--- src/rtl/lsu_pkg.sv ---
// Shared types for the load/store unit and its byte-lane aligner.
package lsu_pkg;

  typedef enum logic [1:0] {
    BYTE      = 2'b00,
    HALF_WORD = 2'b01,
    WORD      = 2'b10
  } ram_size_e;

  typedef enum logic [1:0] {
    LSU_IDLE,
    LSU_REQ,
    LSU_WAIT,
    LSU_RESP
  } lsu_state_e;

  localparam logic [1:0] SIZE_ILLEGAL = 2'b11;

  function automatic logic [31:0] word_addr(input logic [31:0] addr);
    return {addr[31:2], 2'b00};
  endfunction

endpackage

--- src/rtl/lsu_align.sv ---
// Combinational byte-lane steering, load extension and alignment check for
// one word-addressed access; shared with the future cache path.
module lsu_align
  import lsu_pkg::*;
(
  input  logic [1:0]  size,
  input  logic [1:0]  offset,
  input  logic        is_unsigned,
  input  logic [31:0] wdata,
  input  logic [31:0] rdata,
  output logic [3:0]  be,
  output logic [31:0] wdata_lane,
  output logic [31:0] rdata_ext,
  output logic        misaligned
);

  logic [31:0] rdata_shift;

  assign rdata_shift = rdata >> {offset, 3'b000};

  always_comb begin
    be         = 4'b0000;
    wdata_lane = wdata;
    rdata_ext  = rdata_shift;
    misaligned = 1'b0;
    case (size)
      BYTE: begin
        be         = 4'b0001 << offset;
        wdata_lane = {4{wdata[7:0]}};
        rdata_ext  = is_unsigned ? {24'h000000, rdata_shift[7:0]}
                                 : {{24{rdata_shift[7]}}, rdata_shift[7:0]};
      end
      HALF_WORD: begin
        be         = offset[1] ? 4'b1100 : 4'b0011;
        wdata_lane = {2{wdata[15:0]}};
        rdata_ext  = is_unsigned ? {16'h0000, rdata_shift[15:0]}
                                 : {{16{rdata_shift[15]}}, rdata_shift[15:0]};
        misaligned = offset[0];
      end
      WORD: begin
        be         = 4'b1111;
        misaligned = (offset != 2'b00);
      end
      default: begin
        misaligned = 1'b1;
      end
    endcase
  end

endmodule

--- src/rtl/lsu.sv ---
// Load/store unit: single-outstanding request/grant/response bus master with
// alignment checking, lane steering, load extension and a bus timeout.
module lsu
  import lsu_pkg::*;
#(
  parameter int unsigned TIMEOUT_CYCLES = 255
) (
  input  logic        clk,
  input  logic        rst_n,
  input  logic        req_valid,
  output logic        req_ready,
  input  logic        req_store,
  input  logic        req_unsigned,
  input  logic [1:0]  req_size,
  input  logic [31:0] req_addr,
  input  logic [31:0] req_wdata,
  output logic        mem_req,
  output logic        mem_we,
  output logic [31:0] mem_addr,
  output logic [3:0]  mem_be,
  output logic [31:0] mem_wdata,
  input  logic        mem_gnt,
  input  logic        mem_rvalid,
  input  logic [31:0] mem_rdata,
  output logic        rsp_valid,
  output logic [31:0] rsp_rdata,
  output logic        rsp_err
);

  lsu_state_e  state;
  lsu_state_e  state_nxt;

  logic        store_q;
  logic        unsigned_q;
  logic [1:0]  size_q;
  logic [31:0] addr_q;
  logic [31:0] wdata_q;

  logic [31:0] tmo_cnt;
  logic        tmo_expired;

  logic [31:0] rsp_rdata_q;
  logic        rsp_err_q;
  logic [31:0] rsp_rdata_nxt;
  logic        rsp_err_nxt;

  logic        accept;
  logic        in_idle;
  logic [1:0]  al_size;
  logic [1:0]  al_offset;
  logic [3:0]  al_be;
  logic [31:0] al_wdata_lane;
  logic [31:0] al_rdata_ext;
  logic        al_misaligned;

  assign in_idle = (state == LSU_IDLE);
  assign accept  = in_idle && req_valid;

  // In IDLE the aligner vets the incoming request; afterwards it serves the latched one.
  assign al_size   = in_idle ? req_size      : size_q;
  assign al_offset = in_idle ? req_addr[1:0] : addr_q[1:0];

  lsu_align u_align (
    .size        (al_size),
    .offset      (al_offset),
    .is_unsigned (unsigned_q),
    .wdata       (wdata_q),
    .rdata       (mem_rdata),
    .be          (al_be),
    .wdata_lane  (al_wdata_lane),
    .rdata_ext   (al_rdata_ext),
    .misaligned  (al_misaligned)
  );

  // The counter includes the current cycle, so expiry fires on the last allowed one.
  assign tmo_expired = (TIMEOUT_CYCLES != 0) && (tmo_cnt >= TIMEOUT_CYCLES - 1);

  always_ff @(posedge clk or negedge rst_n) begin
    if (!rst_n) begin
      state <= LSU_IDLE;
    end else begin
      state <= state_nxt;
    end
  end

  always_ff @(posedge clk or negedge rst_n) begin
    if (!rst_n) begin
      store_q    <= 1'b0;
      unsigned_q <= 1'b0;
      size_q     <= 2'b00;
      addr_q     <= 32'h0;
      wdata_q    <= 32'h0;
    end else if (accept) begin
      store_q    <= req_store;
      unsigned_q <= req_unsigned;
      size_q     <= req_size;
      addr_q     <= req_addr;
      wdata_q    <= req_wdata;
    end
  end

  always_ff @(posedge clk or negedge rst_n) begin
    if (!rst_n) begin
      tmo_cnt <= 32'h0;
    end else if (accept && !al_misaligned) begin
      tmo_cnt <= 32'h0;
    end else if ((state == LSU_REQ) || (state == LSU_WAIT)) begin
      tmo_cnt <= tmo_cnt + 32'd1;
    end
  end

  always_ff @(posedge clk or negedge rst_n) begin
    if (!rst_n) begin
      rsp_rdata_q <= 32'h0;
      rsp_err_q   <= 1'b0;
    end else begin
      rsp_rdata_q <= rsp_rdata_nxt;
      rsp_err_q   <= rsp_err_nxt;
    end
  end

  // Completion from the bus takes priority over a timeout expiring in the same cycle.
  always_comb begin
    state_nxt     = state;
    rsp_rdata_nxt = 32'h0;
    rsp_err_nxt   = 1'b0;
    case (state)
      LSU_IDLE: begin
        if (req_valid) begin
          if (al_misaligned) begin
            state_nxt   = LSU_RESP;
            rsp_err_nxt = 1'b1;
          end else begin
            state_nxt = LSU_REQ;
          end
        end
      end
      LSU_REQ: begin
        if (mem_gnt) begin
          state_nxt = store_q ? LSU_RESP : LSU_WAIT;
        end else if (tmo_expired) begin
          state_nxt   = LSU_RESP;
          rsp_err_nxt = 1'b1;
        end
      end
      LSU_WAIT: begin
        if (mem_rvalid) begin
          state_nxt     = LSU_RESP;
          rsp_rdata_nxt = al_rdata_ext;
        end else if (tmo_expired) begin
          state_nxt   = LSU_RESP;
          rsp_err_nxt = 1'b1;
        end
      end
      LSU_RESP: begin
        state_nxt = LSU_IDLE;
      end
      default: begin
        state_nxt = LSU_IDLE;
      end
    endcase
  end

  assign req_ready = in_idle;
  assign mem_req   = (state == LSU_REQ);
  assign mem_we    = mem_req && store_q;
  assign mem_addr  = mem_req ? word_addr(addr_q) : 32'h0;
  assign mem_be    = mem_req ? al_be : 4'b0000;
  assign mem_wdata = (mem_req && store_q) ? al_wdata_lane : 32'h0;

  assign rsp_valid = (state == LSU_RESP);
  assign rsp_rdata = rsp_rdata_q;
  assign rsp_err   = rsp_err_q;

endmodule

--- config.mk ---
export PLATFORM = sky130hd
export DESIGN_NAME = lsu
export DESIGN_NICKNAME = d
export VERILOG_FILES = /design/src/rtl/lsu_pkg.sv /design/src/rtl/lsu_align.sv /design/src/rtl/lsu.sv
export SDC_FILE = /design/constraint.sdc
export NUM_CORES = 1
export LEC_CHECK = 0
export CORE_MARGIN = 3
export CORE_UTILIZATION = 54
export CTS_BUF_LIST = sky130_fd_sc_hd__clkbuf_4
export DETAILED_ROUTE_END_ITERATION = 10
export PLACE_DENSITY = 0.87
export SETUP_SLACK_MARGIN = 0.5
export SYNTH_ARGS = -nofsm -noshare
export SYNTH_HDL_FRONTEND = slang
export SYNTH_HIERARCHICAL = 1
export SYNTH_SLANG_ARGS = --single-unit
--- constraint.sdc ---
create_clock -name clk -period 4.8 [get_ports clk]
set_input_delay 0.72 -clock clk [delete_from_list [all_inputs] [get_ports clk]]
set_output_delay 0.72 -clock clk [all_outputs]
set_load 0.005 [all_outputs]
==> metrics.md <==
| Metric | Value |
|---|---|
| Status | completed |
| Fmax achieved | between 0.2 and 0.25 GHz |
| Avg Vias per Cell | a little under 6 |
| Worst relative slew slack | 0.3068 |
| Ys flop type | dfrtp_1 |
| Largest net degree at the start of global routing | 97 |
| Grt total ovfl | 0 |
| Tot Pwr | around 6 mW |
| Slew Viols, Final | 0 |
| Core area | about 14,000 um2 |
| Kind of end point of the critical path | primary output |
| Die X | 124.5 um |
| Crit path launch type | flip-flop |
| Register Area | approximately 3400 um2 |
| First-pass DRT Iterations | 5 |
| Initial Util | 0.5619 |
| Die height | between 100 and 150 um |
| Max Cap Viol | 0 |
| Skew final | around 0.014 ns |
| Synth Cell Area | 7589 um2 |
| Avg Cell Area, Syn | ~11 um2 |
| Top-level port count | 210 |
| Top cells by area, synth | dfrtp_1 (45%), mux2_2 (15%), and3_1 (5.7%), and2_1 (3.1%), mux2i_1 (2.9%) |
| Clock sink total | 135 |
| Final Net Count | between 900 and 1,000 |
| # hold bufs at CTS | 0 |
| Critical Path Max Stage Delay | 0.53 ns |
| Vias post-DR | between 6,000 and 7,000 |
| Sum Neg Setup Slack | 0 ns |
| Clk root buf | clkbuf_4 |
| Cells after DPL | just over 1,000 |
| Area after DPL | 9569 um2 |
| Async set-reset flop share out of synthesis | 1.000 |
| Distinct cell type count after synthesis | 60 |
| Worst Path Buf+Inv | 2 |
| Drt total wl | approximately 21,000 um |
| Worst Path Arrival | approximately 3.4 ns |
| CTS tree | built |
| Die area | 15,510 um2 |
| IR drop worst, VDD | 0.3216 mV |
| Port Buffers | roughly 210 |
| Post-CTS Setup Bufs | 0 |
| Critical Path RT | a little over 4 ns |
| Clk buf depth | 2 |
| Final Cycle Share | 0.8509 |
| Yosys Warn Count | 6 |
| Commonest non-fill, non-tap cell in the layout | clkdlybuf4s50_1 |
| Fillers | a little under 900 |
| Setup-failing EPs final | 0 |
| RSZ-0062 raised after global routing | true |
| Core Rows | between 40 and 50 |
| Placer congestion estimate | 0.8765 |
| Synthesis-to-layout area growth | 30.98% |
| Seq cells post-synth | about 140 |
| Antenna violations before repair | 1 |
| Multi-input logic area | 3826 um2 |
| Mapped Cells | 712 |
| Initial drt markers | ~470 |
| Delay-heaviest family, CP | multiplexers |
| Final Hold Vio Count | 0 |
| CTS Buf Count | 17 |
| ANT nets after route | 0 |
| Fin cells | approximately 1,100 |
| Minimum clock period | 4.085 ns |
| Clock-pin slew of the registers on the worst-case setup and hold paths | between 0.1 and 0.15 ns |
| CP max stage cell | mux2_2 |
| WL/cell | 19.28 um |
| Clk Latency, worst-skew pair | 0.55 ns |
| Register area share after synthesis | 0.4452 |
| Top cell type's share of synthesized area | 0.4452 |
| Leakage | between 4 and 5 nW |
| Layout cells sized above 1 | 0.1921 |
| First-pass GRT wire length | between 30,000 and 40,000 um |
| Worst-margin pin slew | 1.036 ns |
| Crit path max fanout | 16 |
| Worst path cell trace | inv_1 > ha_2 > mux2_2 > or2_2 > mux2_2 > and3_1 > clkdlybuf4s50_1 |
| HPWL Detailed | approximately 15,000 um |
| Most frequent cells in the layout | clkdlybuf4s50_1 (206), dfrtp_1 (135), mux2_2 (101), and3_1 (69), nand2_1 (47) |
| Setup CP Type | reg -> out |
| Htree depth | 4 |
| Post-route cell area | between 9000 and 10,000 um2 |
| PwrDens | 603.9 nW/um2 |
| Number of flops mapped to enable cells by yosys | 0 |
| Total GRT Usage | 0.2630 |
| # DRC | 0 |
| Leading area contributor after synthesis | dfrtp_1 |
| Vias in the first global route | between 6,000 and 7,000 |
| Most common cell on crit path | mux2_2 |
| HP Class | in -> async |
==> Yosys cell counts, drive strengths merged, types with 2 or more instances <==
master  count
dfrtp     135
mux2      104
and3       69
nand2      49
buf        42
and2       38
clkbuf     25
nor2       25
a21oi      24
o21ai      23
mux2i      22
o211ai     17
nand3      15
o31ai      15
or4        13
inv        12
nand4      11
nor4       11
a221oi      7
and4        7
or2         7
ha          6
xor2        6
nor4b       3
xnor2       3
and3b       2
nand2b      2
nor2b       2
o22ai       2
or3         2
==> what timing repair did <==
action	in CTS	in global routing
pin swaps	0	1
endpoints found under the hold margin	0	0
endpoints found under the setup margin	8	4
resized for setup	2	2
==> metrics by stage <==
step	hold WS, ns	utilization	worst slack [ns]
floorplan	0.4244	-	1.535
finish	0.2292	0.7360	0.7154
CTS	0.2560	0.7352	0.6242
detailed placement	0.4894	0.7085	0.9823
global placement	0.4786	0.7085	1.097
global route	0.2823	0.7360	0.4815
==> power by group <==
group | total, mW | switching (mW) | internal (mW)
logic | 3.11 | 1.49 | 1.61
registers | 1.98 | 0.390 | 1.59
clock network | 0.916 | 0.448 | 0.468
==> layer usage <==
layer / routed length [um] / up-vias / global-route usage
li1: - / 2898 / -
met4: 619 / 0 / 0.1115
met5: 0 / - / 0
met3: 2154 / 56 / 0.09991
met2: 9683 / 321 / 0.4211
met1: 8113 / 3000 / 0.3185
==> cell type report <==
type                    instances  share of cell area
clock buffers                  17             0.01284
clock inverters                15             0.02266
inverters                      12            0.004909
repair buffers                212              0.2124
flip-flops and latches        135              0.3399
diodes                          1           0.0002518
well taps                     176             0.02216
multi-input cells             499              0.3849
==> flip-flops by register name, summed over array words and instances (netlist names) <==
register    flops
rsp_err         1
store_q         1
wdata_q        32
rsp_rdata      32
tmo_cnt        32
addr_q         32
unsigned_q      1
size_q          2
state           2
==> cells by family after synthesis <==
| group | synth area share |
|---|---|
| compound gates | 0.09761 |
| xor+xnor | 0.01039 |
| fa+ha+maj | 0.009893 |
| buf+inv | 0.05326 |
| flops | 0.4452 |
| mux | 0.1843 |
| other cells | 0.0004942 |
| simple gates | 0.1988 |
==> final timing paths <==
kind,start,to,slack [ns],depth (start not counted)
setup / recovery,state[1],mem_wdata[8],0.72,7
hold / removal,rst_n,tmo_cnt[19],0.23,1
setup reg to reg,state[1],tmo_cnt[12],1.38,10
hold reg to reg,addr_q[6],addr_q[6],0.51,1
max in group asynchronous,rst_n,wdata_q[29],3.48,2
min in group clk,addr_q[6],addr_q[6],0.51,1
==> worst reg2reg max path, delay by kind of cell (launching register included) <==
family,cells,cell delay [ns]
multiplexers,1,0.53
AO/OA/AOI/OAI,3,0.52
buffers and inverters,2,0.38
AND/OR/NAND/NOR,3,1.09
adder cells (fa/ha/maj),1,0.38
flip-flops,1,0.45
(Power assumes the default switching activity.)
==> RTL change 1 (same flow settings) <==
The output `rsp_err` loses its register stage (`rsp_err_q` becomes a continuous assignment).
--- a/src/rtl/lsu.sv
+++ b/src/rtl/lsu.sv
@@ -114,8 +114,8 @@
       rsp_rdata_q <= 32'h0;
-      rsp_err_q   <= 1'b0;
     end else begin
       rsp_rdata_q <= rsp_rdata_nxt;
-      rsp_err_q   <= rsp_err_nxt;
     end
   end
+
+  assign rsp_err_q = rsp_err_nxt;
 
Formal check against the unedited RTL: not equivalent (a bounded check fails within 4 cycles, from zero or initial values and one cycle with rst_n low).
==> RTL change 1 against the unedited design <==
  * Cell area is 0.14% lower
  * Sequential cell count is 1 lower
  * Largest power group unchanged
  * Worst setup slack worse by 0.037 ns
  * Final cell count is 0.28% higher
  * Synthesized cell count is 0.14% lower
  * Wire length is 0.72% lower
  * Total power is 0.38% lower
  * Non-clock buffer count is 4 higher
  * Area after synthesis is 0.33% lower
==> RTL change 1: results (changes against the unedited design) <==
[clock_network]
path_clk_slew_ns=0.13
root_buffer=clkbuf_4
worstSkewPairLatency_ns=0.58  ; +0.03 ns
ctsResizeCount=2  ; unchanged
clk_path_buf_depth=2  ; unchanged

[critical_path]
max_stage_delay_ns=0.55  ; +0.02 ns
critPathMaxFanout=36  ; +20
crit_arrival_ns=3.40  ; +0.04 ns
cp_slowest_cell=clkdlybuf4s50_1

[cells_and_area]
num-fill-cells=904  ; +3.3%
post_route_cells_drive_above_1_share_pct=19.5  ; +0.27 points
nNonClkBuffers=216  ; +1.9%
n_all_inverters=12  ; unchanged
layout.nets=991  ; +0.30%
bufAreaShareNonClock_pct=21.6  ; +0.33 points
final-clk-cell-share_pct=3.35  ; -0.20 points
finalInstanceArea_mm2=0.00993  ; -0.14%
seqCellArea_mm2=0.00335  ; -0.74%
multi_input_area_share_pct=38.6  ; +0.10 points
n_sequential_cell=134  ; -0.74%
clock_buffers=17  ; unchanged

[logic_synthesis]
ys_seq_area_share_pct=44.3  ; -0.18 points
yosys-top-cells-area=dfrtp_1, mux2_2, and3_1
netlist_instances=711  ; -0.14%
synth-main-ff-cell=dfrtp_1
synth_common_cells=dfrtp_1, mux2_2, and3_1

[route]
avgViaCountPerCell=5.88  ; about the same
wl_um=20400  ; -0.72%
routedWlPerCell_um=19.1  ; -1.0%
drt_iter0_markers=506  ; +7.2%

[grt]
grt_usage_pct=26.3  ; about the same
grt_first_pass_wirelength_um=33400  ; +0.19%
grt_max_degree=101  ; +4.1%
grt_pass1_vias=6495  ; +0.81%

[min_path]
worstHoldPathType=in -> async

[run_status]
outcome=finished, final reports clean

[placement]
place_inst=1036  ; +0.19%
postPlaceCellArea_mm2=0.00957  ; about the same
gp_congestion=0.853  ; -2.6%
hpwl_um=14300  ; -1.9%
dpl_worst_slack_ns=0.769  ; -0.213 ns

[power_and_ir_drop]
p_leak_nw=4.34  ; +0.14%
vdd_ir_drop_max_uv=439  ; +37%

[floorplan]
core-area_mm2=0.0135  ; -0.39%

[sta]
fin_skew_ns=0.0154  ; +0.00100 ns
slew_headroom_pct=37.8  ; +7.1 points

[RTL change 1: cell types whose count changed after synthesis, sizes merged]
| cell | unedited run | this run |
|---|---|---|
| dfrtp | 135 | 134 |
[RTL change 1: cells by family (layout without fill, tap and decap cells)]
logic type	count (synthesis)	in the layout	share of synthesized area, %
fa+ha+maj	6	6	0.993
compound gates	97	97	9.79
mux	126	126	18.5
other cells	1	3	0.0496
flops	134	134	44.3
simple gates	259	259	20.0
xor+xnor	9	9	1.04
buf+inv	79	260	5.34
[RTL change 1: worst max-delay path, delay by kind of cell (launching register included)]
family                   cells  cell delay (ns)
adder cells (fa/ha/maj)      1             0.20
AND/OR/NAND/NOR              1             0.14
multiplexers                 1             0.24
buffers and inverters        3             1.04
flip-flops                   1             0.45
AO/OA/AOI/OAI                3             0.73
[RTL change 1: routing by layer]
layer	global-route usage, %	vias up	wire (um)
met3	9.18	50	1890
met4	10.1	0	625
met5	0	-	0
met2	43.0	320	9850
li1	-	2892	-
met1	32.0	3028	8050
[RTL change 1: path summary, 6_finish.rpt]
path | slack [ns] | to | cells after the start | start
worst max register to register | 1.54 | tmo_cnt[12]$_DFFE_PN0P_ | 10 | state[0]$_DFFE_PN0P_
worst max-delay path | 0.68 | rsp_err | 9 | state[0]$_DFFE_PN0P_
max in group asynchronous | 3.53 | size_q[1]$_DFFE_PN0P_ | 2 | rst_n
min in group clk | 0.51 | addr_q[26]$_DFFE_PN0P_ | 1 | addr_q[26]$_DFFE_PN0P_
worst min register to register | 0.51 | addr_q[26]$_DFFE_PN0P_ | 1 | addr_q[26]$_DFFE_PN0P_
worst min-delay path | 0.24 | tmo_cnt[24]$_DFFE_PN0P_ | 1 | rst_n
[RTL change 1: where the power goes]
group,switching [mW],internal [mW]
logic,1.51,1.64
clock network,0.454,0.416
registers,0.386,1.58
total,2.35,3.63
==> RTL change 2 (same flow settings) <==
Without the edit above. The parameter `TIMEOUT_CYCLES` goes from 255 to 128.
--- a/src/rtl/lsu.sv
+++ b/src/rtl/lsu.sv
@@ -5,3 +5,3 @@
 #(
-  parameter int unsigned TIMEOUT_CYCLES = 255
+  parameter int unsigned TIMEOUT_CYCLES = 128
 ) (
Check against the original RTL: same outputs for any inputs over 10 cycles, from zero or initial values and one cycle with rst_n low; that may be too few to reach the edited logic, so the function may still have changed.
==> RTL change 2 against the unedited design <==
  * Sequential cell count unchanged
  * Sequential share of layout area increased by 0.43 points
  * Count of clock-buffer cells in the layout unchanged
  * Area after synthesis decreased by 1.4%
  * Worst setup slack got worse by 0.055 ns
  * Total power decreased by 6.7%
  * Cell area decreased by 1.3%
  * Wire length decreased by 1.2%
==> RTL change 2: results (changes against the unedited design) <==
[placement]
gp_congestion=0.909  ; +3.7%
portBuffers=207  ; unchanged
hpwl_um=14400  ; -1.1%
postPlaceCellArea_mm2=0.00951  ; -0.59%
dpl_worst_slack_ns=0.887  ; -0.0952 ns
place_inst=1036  ; +0.19%

[critical_path]
critPathMaxFanout=36  ; +20
cp_slowest_cell=dfrtp_1

[power_and_ir_drop]
p_switching_mw=2.18  ; -6.5%
powerComb_mw=2.98  ; -4%
powerSeq_mw=1.87  ; -6%
vdd_ir_drop_max_uv=390  ; +21%
p_leak_nw=4.27  ; -1.4%
switching_share_pct=38.9  ; +0.068 points

[cells_and_area]
finalInstanceArea_mm2=0.00981  ; -1.3%
post_route_cells_drive_above_1_share_pct=19.2  ; -0.043 points
num-fill-cells=900  ; +2.9%
final-clk-cell-share_pct=2.87  ; -0.68 points
nNonClkBuffers=211  ; -0.47%
sh_seq_area_pct=34.4  ; +0.43 points
bufAreaShareNonClock_pct=21.4  ; +0.19 points
num-multi-input-gates=502  ; +0.60%
layout.nets=989  ; +0.10%

[grt]
grt_usage_pct=27.0  ; +0.71 points
grtUsageMet1_pct=34.0  ; +2.2 points
grt_pass1_vias=6353  ; -1.4%
grt_max_degree=96  ; -1.0%
grt_first_pass_wirelength_um=32300  ; -3.1%
use_met2_pct=43.8  ; +1.7 points

[route]
drt_iter0_markers=558  ; +18%
wl_met1_um=8170  ; +0.74%
num_vias=6278  ; +0.048%
wl_um=20300  ; -1.2%
routedWlPerCell_um=19.0  ; -1.4%
routed-wl-met3_um=1910  ; -11%

[sta]
fin_skew_ns=0.0174  ; +0.00299 ns

[clock_network]
worstSkewPairLatency_ns=0.56

[floorplan]
core-area_mm2=0.0134  ; -0.78%

[logic_synthesis]
yosys-top-cells-area=dfrtp_1, mux2_2, and3_1
yosysUniqueCellTypes=54  ; -10%
synth_mux_area_share_pct=18.8  ; +0.40 points
synthAdderAreaFrac_pct=0.836  ; -0.15 points
ys_seq_area_share_pct=45.2  ; +0.63 points
synth-compound-area-share_pct=9.08  ; -0.68 points
synth_common_cells=dfrtp_1, mux2_2, and3_1
synth-xor-area-share_pct=1.17  ; +0.13 points

[run_status]
outcome=finished, final reports clean

RTL change 2: cell types whose count changed in the layout (fill, tap and decap cells not counted), moves of 3 or more:
cell / delta
o31ai_1: -3
and3_1: -3
a21oi_1: +4
bufinv_16: -3
nor3_1: +6
nor4b_1: -3
nand2_1: +5
RTL change 2: path summary, 6_finish.rpt:
check / start / endpoint / slack [ns] / depth (start not counted)
worst max-delay path: state[0]$_DFFE_PN0P_ / mem_wdata[8] / 0.66 / 8
max in group asynchronous: rst_n / tmo_cnt[26]$_DFFE_PN0P_ / 3.45 / 2
worst max register to register: state[0]$_DFFE_PN0P_ / tmo_cnt[29]$_DFFE_PN0P_ / 1.35 / 9
worst min register to register: addr_q[4]$_DFFE_PN0P_ / addr_q[4]$_DFFE_PN0P_ / 0.52 / 1
min in group clk: addr_q[4]$_DFFE_PN0P_ / addr_q[4]$_DFFE_PN0P_ / 0.52 / 1
worst min-delay path: rst_n / rsp_rdata[8]$_DFF_PN0_ / 0.22 / 1
